File: src/rtl/muldiv_unit.sv
// muldiv_unit: iterative RV32M-style multiply/divide unit with fixed WIDTH+3 cycle latency
module muldiv_unit #(
  parameter int WIDTH = 32
) (
  input  logic             clk,
  input  logic             rst_n,
  input  logic             start,
  input  logic [2:0]       funct3,
  input  logic [WIDTH-1:0] op_a,
  input  logic [WIDTH-1:0] op_b,
  input  logic             flush,
  output logic             ready,
  output logic             busy,
  output logic             done,
  output logic [WIDTH-1:0] result
);
  localparam int CW = $clog2(WIDTH);
  typedef enum logic [2:0] {IDLE, PREP, CALC, FIX, DONE} state_t;
  state_t             state_q, state_d;
  logic [CW-1:0]      cnt_q;
  logic [2:0]         f_q;
  logic [WIDTH-1:0]   a_q, b_q, result_q;
  logic [2*WIDTH-1:0] prod_q;
  logic [WIDTH:0]     rem_q;
  logic               sa_q, sb_q, bz_q;
  logic               sa, sb;
  logic [WIDTH-1:0]   amag, bmag, qv, rv, res_d;
  logic [WIDTH:0]     sum;
  logic [2*WIDTH-1:0] prod_mul, pm;
  logic [WIDTH+1:0]   shifted, diff;
  assign sa       = (f_q == 3'b001 || f_q == 3'b010 || f_q == 3'b100 || f_q == 3'b110) && a_q[WIDTH-1];
  assign sb       = (f_q == 3'b001 || f_q == 3'b100 || f_q == 3'b110) && b_q[WIDTH-1];
  assign amag     = sa ? -a_q : a_q;
  assign bmag     = sb ? -b_q : b_q;
  assign sum      = {1'b0, prod_q[2*WIDTH-1:WIDTH]} + {1'b0, a_q & {WIDTH{prod_q[0]}}};
  assign prod_mul = {sum, prod_q[WIDTH-1:1]};
  assign shifted  = {rem_q, prod_q[WIDTH-1]};
  assign diff     = shifted - {2'b00, b_q};
  assign pm       = (sa_q ^ sb_q) ? -prod_q : prod_q;
  assign qv       = bz_q ? '1 : (sa_q ^ sb_q) ? -prod_q[WIDTH-1:0] : prod_q[WIDTH-1:0];
  assign rv       = sa_q ? -rem_q[WIDTH-1:0] : rem_q[WIDTH-1:0];
  assign res_d    = f_q[2] ? (f_q[1] ? rv : qv) : (f_q[1:0] == 2'b00 ? pm[WIDTH-1:0] : pm[2*WIDTH-1:WIDTH]);
  // state register
  always_ff @(posedge clk or negedge rst_n) begin
    if (!rst_n) state_q <= IDLE;
    else        state_q <= state_d;
  end
  // next-state logic; flush aborts any busy state, start is only honoured in IDLE without flush
  always_comb begin
    state_d = IDLE;
    case (state_q)
      IDLE:    state_d = (start && !flush) ? PREP : IDLE;
      PREP:    state_d = flush ? IDLE : CALC;
      CALC:    state_d = flush ? IDLE : (cnt_q == CW'(WIDTH-1)) ? FIX : CALC;
      FIX:     state_d = flush ? IDLE : DONE;
      default: state_d = IDLE;
    endcase
  end
  // status outputs decoded from the state
  always_comb begin
    ready = state_q == IDLE;
    busy  = state_q == PREP || state_q == CALC || state_q == FIX;
    done  = state_q == DONE;
  end
  // datapath: capture operands, load magnitudes, iterate, then sign-correct into result
  always_ff @(posedge clk or negedge rst_n) begin
    if (!rst_n) begin
      cnt_q    <= '0;
      f_q      <= '0;
      a_q      <= '0;
      b_q      <= '0;
      prod_q   <= '0;
      rem_q    <= '0;
      sa_q     <= 1'b0;
      sb_q     <= 1'b0;
      bz_q     <= 1'b0;
      result_q <= '0;
    end else begin
      if (state_q == IDLE && state_d == PREP) begin
        f_q <= funct3;
        a_q <= op_a;
        b_q <= op_b;
      end
      if (state_q == PREP) begin
        a_q    <= amag;
        b_q    <= bmag;
        sa_q   <= sa;
        sb_q   <= sb;
        bz_q   <= b_q == '0;
        prod_q <= {{WIDTH{1'b0}}, f_q[2] ? amag : bmag};
        rem_q  <= '0;
        cnt_q  <= '0;
      end
      if (state_q == CALC) begin
        cnt_q  <= cnt_q + 1'b1;
        prod_q <= f_q[2] ? {prod_q[2*WIDTH-1:WIDTH], prod_q[WIDTH-2:0], ~diff[WIDTH+1]} : prod_mul;
        rem_q  <= f_q[2] ? (diff[WIDTH+1] ? shifted[WIDTH:0] : diff[WIDTH:0]) : rem_q;
      end
      if (state_q == FIX && !flush) result_q <= res_d;
    end
  end
  assign result = result_q;
endmodule

File: config.mk
export PLATFORM = sky130hd
export DESIGN_NAME = muldiv_unit
export DESIGN_NICKNAME = d
export VERILOG_FILES = /design/src/rtl/muldiv_unit.sv
export SDC_FILE = /design/constraint.sdc
export NUM_CORES = 1
export LEC_CHECK = 0
export ABC_AREA = 1
export CAP_MARGIN = 20
export CORE_MARGIN = 3
export CORE_UTILIZATION = 30
export CTS_CLUSTER_DIAMETER = 80
export DETAILED_ROUTE_END_ITERATION = 8
export HOLD_SLACK_MARGIN = 0.08
export PLACE_DENSITY = 0.46
export SLEW_MARGIN = 20
export SYNTH_ARGS = -nofsm -noshare
export SYNTH_HDL_FRONTEND = slang
export SYNTH_SLANG_ARGS = --single-unit
File: constraint.sdc
create_clock -name clk -period 3.05 [get_ports clk]
set_input_delay 0.915 -clock clk [delete_from_list [all_inputs] [get_ports clk]]
set_output_delay 0.915 -clock clk [all_outputs]
set_load 0.01 [all_outputs]
== Word-level counts from Yosys, hierarchy flattened ==
Cells that the tools add are included.

* Add/sub/neg operators: 8
* Bitwise gates (word level): 3
* Equal/unequal tests: 12
* Mux-type cells: 29
* Reduce and logical (&&, ||, !) cells: 20

{| class="wikitable"
|+ Operators by type and width
! kind !! number
|-
| 2-to-1 mux 32 bit || 13
|-
| 2-to-1 mux 64 bit || 4
|-
| 2-to-1 mux 33 bit || 4
|-
| negation 32 bit || 4
|-
| negation 64 bit || 1
|-
| subtractor 34 x 32 -> 34 bit || 1
|-
| adder 32 x 32 -> 33 bit || 1
|-
| bitwise AND 32 bit || 1
|-
| zero test 32 bit || 1
|-
| one-hot mux 3 bit (4 select lines) || 1
|-
| 2-to-1 mux 5 bit || 2
|-
| equality test 3 x 1 -> 1 bit (second input constant) || 3
|-
| equality test 3 x 2 -> 1 bit (second input constant) || 3
|-
| equality test 3 bit (second input constant) || 3
|-
| logical OR 1 bit || 7
|-
| adder 5 x 1 -> 5 bit (second input constant) || 1
|-
| equality test 5 bit (second input constant) || 1
|-
| logical AND 1 bit || 5
|-
| 2-to-1 mux 2 bit || 2
|-
| != test 2 bit (second input constant) || 2
|-
| AND reduction 2 bit || 2
|-
| nonzero test 2 bit || 2
|-
| zero test 3 bit || 1
|-
| 2-to-1 mux 3 bit || 1
|-
| other kinds (5) || 6
|}

* Bits in registers: 207
* Input bits: 71
* Word-level logic and storage cells: 84

== Depth between registers and ports, before layout ==
* Depth in word-level cells: 9
* Gate-level depth with buffers: 18
* Mapped depth without buffers: 17

== Least setup slack after synthesis ==
OpenSTA, ideal clock, no wires.

* Path type: register to register
* Start: register prod_q[0]
* End: register prod_q[53]
* Arrival: 2225 ps
* Cell stages (with the launch flop): 17
* Path slack: 699 ps
* Data required time: 2924 ps
* Library setup time: 126 ps
* Path buffers: 1
* Cells stage by stage: dfrtp_1 > buf_2 > nand2_1 > inv_1 > ha_1 > inv_1 > fa_1 > inv_1 > nand2_1 > o21ai_2 > a21boi_0 > o21ai_1 > nand2_1 > o21ai_0 > nand2_1 > nand2_1 > o21ai_0

* Cells in the longest elaborated chain, start to end: 4

{| class="wikitable"
|+ RTL lines
! element !! RTL line !! source
|-
| start, declared || 23 || <nowiki>logic [2*WIDTH-1:0] prod_q;</nowiki>
|-
| start signal, assigned || 90 || <nowiki>prod_q <= {{WIDTH{1'b0}}, f_q[2] ? amag : bmag};</nowiki>
|-
| start signal, assigned || 96 || <nowiki>prod_q <= f_q[2] ? {prod_q[2*WIDTH-1:WIDTH], prod_q[WIDTH-2:0], ~diff[WIDTH+1]} : prod_mul;</nowiki>
|-
| bitwise AND 32 bit || 35 || <nowiki>assign sum = {1'b0, prod_q[2*WIDTH-1:WIDTH]} + {1'b0, a_q & {WIDTH{prod_q[0]}}};</nowiki>
|-
| adder 32 x 32 -> 33 bit || 35 ||
|-
| 2-to-1 mux 64 bit || 96 ||
|-
| 2-to-1 mux 64 bit || 94 || <nowiki>if (state_q == CALC) begin</nowiki>
|}

Every way passes these cells. The select of a mux whose other input is x is not followed.
A chain may end at the register's enable or synchronous reset.

== Worst setup path in the final report ==
* Start: register prod_q[0]
* End: register prod_q[48]

The elaborated chain is that of the path after synthesis.

==> run metrics <==
drt pass-1 iters=5; commonest non-fill, non-tap cell in the layout=nand2_1; vias in the first global route=about 22k; # IOs=106; Sw Pwr=10.4 mW; Util after Layout=35.4%; Syn Area/Cell=a little over 6 um2; CTS Hold Buffers Added=0; Vias per Instance=~5.3; most frequent cells in the layout=nand2_1 (1050), nor2_1 (400), inv_1 (345); max_slew headroom=35.0%; Max Slew Vio Count=0; FF-to-FF End=prod_q[48]$_DFFE_PN0P_; Nets=3472; cell area after synthesis=just under 0.02 mm2; max-cap violations=0; cell family with most CP delay=compound AO/OA/AOI/OAI gates; RePlAce Congestion=a little over 0.9; unrepaired setup endpoints after global routing=no; slowest stage cell on the critical path=dfrtp_1; largest net degree at the start of global routing=58; clock sink count=207; initial antenna violation count=0; critical path class=register to register; residual DRC count=0; setup TNS=0 ns; Synth-to-Final Area Change=16.3%; Synth Instances=roughly 3.2k; GR Overflow Total=0; Fin Clk Skew=0.0187 ns; net count after synthesis=about 3.4k; critical-path cell list=buf_12 > nand2_1 > inv_1 > ha_1 > a21oi_1 > o21ai_0 > a21oi_1 > o21ai_1 > nand2_1 > nand2_1 > o21ai_0 > o21ai_0; core region area=0.0646 mm2; Internal Power=9.33 mW; Startpoint Class=register; FMAX=about 0.35 GHz; Least-Margin Pin Slew=0.974 ns; Tmin final=between 2 and 3 ns; Power per Cell Area=864 mW/mm2; Starting DRT DRC Count=1662; type of destination of the critical path=register; Clock Tree Buf Depth=3; Hold Violations, Final=0; # setup viols final=0; yosys warns=0; CP Buf/Inv Count=2; average wire per standard cell=between 20 and 25 um; Synth Register Bits=207; crit-path max cell delay=0.43 ns; peak supply drop=434 uV; # rows=93; Reg2Reg Depth=12; crit path DAT=~3.3 ns; clock transition at the registers of the reported paths=0.06 ns; TritonCTS clock tree=built; Die Wd=between 200 and 300 um; Final period util=94.2%; antenna diode count=0; overall via count from detail_route=22.2k; CTS Buf Count=29; half-perimeter wire length after placement=about 76 mm; Chip Height=262 um; switching share of power=52.7%; Worst R2R Start=prod_q[0]$_DFFE_PN0P_; share of post-route cells with drive strength above 1=5.34%; DRT Wirelength=around 93 mm; gr usage total=27.0%; H-tree depth=1; sequential share of power=25.8%; die area=0.0686 mm2; Buffers on Ports=105; clock group share of total power=between 15 and 20%; register area share after synthesis=26.4%; Comb pwr share=55.8%; Clock Tree Root=clkbuf_16; Hold Crit Class=primary input to asynchronous set/reset pin; Crit path required time=3.49 ns; outcome=completed; Clock Latency Late Sink=between 0.5 and 0.6 ns; Netlist cell types=58; starting density of the core=30.4%; FILL cells=roughly 7.2k; Hold Slack=0.263 ns; leak pwr=~11 nW; Post-DRT Antenna Nets=0; Crit Path Max Fanout=32; r2r setup slk=0.18 ns; first-pass GRT wire length=139 mm
==> how the worst max path moves through the flow <==
stage                           start                endpoint  cells after the start
2_1_floorplan   prod_q[0]$_DFFE_PN0P_  prod_q[53]$_DFFE_PN0P_                     16
3_3_place_gp                    flush   result[7]$_DFFE_PN0P_                      7
3_5_place_dp                    flush   result[7]$_DFFE_PN0P_                      7
4_1_cts        prod_q[31]$_DFFE_PN0P_   rem_q[30]$_DFFE_PN0P_                     17
5_1_grt         prod_q[0]$_DFFE_PN0P_  prod_q[48]$_DFFE_PN0P_                     12
6_report        prod_q[0]$_DFFE_PN0P_  prod_q[48]$_DFFE_PN0P_                     12
==> state kept, by name, summed over array words and instances (netlist names) <==
signal	count
f_q	3
bz_q	1
rem_q	33
sa_q	1
cnt_q	5
state_q	3
prod_q	64
sb_q	1
b_q	32
a_q	32
result	32
==> logic make-up (layout without fill, tap and decap cells) <==
logic type	after synthesis	in the layout	share of synthesized area, %
AO/OA/AOI/OAI	534	534	16.4
XOR/XNOR	77	77	3.43
buffers and inverters	477	591	9.74
adder cells (fa/ha/maj)	72	72	4.66
AND/OR/NAND/NOR	1870	1870	39.4
flip-flops	207	207	26.4
==> worst reg2reg max path, cell delays in order, from the launching register on <==
cell and delay (ns):
dfrtp_1 0.43, buf_12 0.19, nand2_1 0.12, inv_1 0.08, ha_1 0.35, a21oi_1 0.27, o21ai_0 0.15, a21oi_1 0.25
o21ai_1 0.21, nand2_1 0.10, nand2_1 0.10, o21ai_0 0.34, o21ai_0 0.14
==> area by class of cell <==
| type | instances | area [um2] | share of cell area, % |
|---|---|---|---|
| timing repair buffer | 175 | 1630 | 7.14 |
| inverter | 363 | 1370 | 5.98 |
| tap | 855 | 1070 | 4.68 |
| clock inverter | 18 | 208 | 0.909 |
| multi-input combinational | 2553 | 12600 | 55.1 |
| sequential | 207 | 5180 | 22.7 |
| clock buffer | 35 | 798 | 3.49 |
==> layer usage <==
layer | vias to the layer above | part of all wire [%] | global-route usage, %
met4 | 0 | 3.9 | 9.54
li1 | 10800 | - | -
met5 | - | 0 | 0
met3 | 130 | 3.9 | 2.38
met1 | 10700 | 44 | 35.6
met2 | 610 | 48 | 46.2
==> Yosys cell counts (all sizes together) <==
cell type	instances	area (um2)
buf	58	337
o31ai	2	15.0
o21ba	1	10.0
dfrtp	207	5180
a21o	8	60.1
o21bai	14	105
o221ai	12	105
nor4	6	43.8
o32ai	2	17.5
xnor2	20	175
a32o	2	20.0
o21ai	184	943
a22o	2	17.5
o2111ai	1	8.76
a31oi	3	18.8
a211oi	3	22.5
nand3	300	1520
o211ai	29	218
a22oi	52	390
nand4	44	282
clkinv	3	11.3
nor3	21	105
fa	2	40.0
clkbuf	56	211
nand2	1056	3990
o21a	5	37.5
nand3b	17	128
nor2	415	1610
ha	70	876
a21oi	165	833
inv	360	1350
and2	4	25.0
a21boi	4	30.0
o22ai	13	81.3
a221oi	32	280
or2	6	37.5
xor2	57	499
nand2b	1	6.26
==> repair_timing <==
action | CTS | global route
buffers inserted | 0 | 0
endpoints found under the setup margin | 0 | 5
resized for setup | 0 | 3
==> power by group through the flow <==
stage	combinational, mW	clock, mW	sequential, mW
3_3_place_gp	10.9	0	5.12
5_1_grt	12.2	3.82	5.18
2_1_floorplan	6.95	0	4.44
4_1_cts	11.0	3.70	5.09
6_report	11.0	3.62	5.10
3_5_place_dp	10.9	0	5.13
==> metrics by stage <==
step / area, um2 / setup WS, ns / instances / power [mW]
floorplan: 19600 / 0.699 / 3237 / 11.4
CTS: 22800 / 0.157 / 4206 / 19.7
global placement: 21800 / 0.0492 / 4153 / 16.0
detailed placement: 21800 / 0.0746 / 4153 / 16.0
global route: 22800 / 0.0209 / 4206 / 21.2
finish: 22800 / 0.178 / 4206 / 19.7
(Power assumes the default switching activity.)
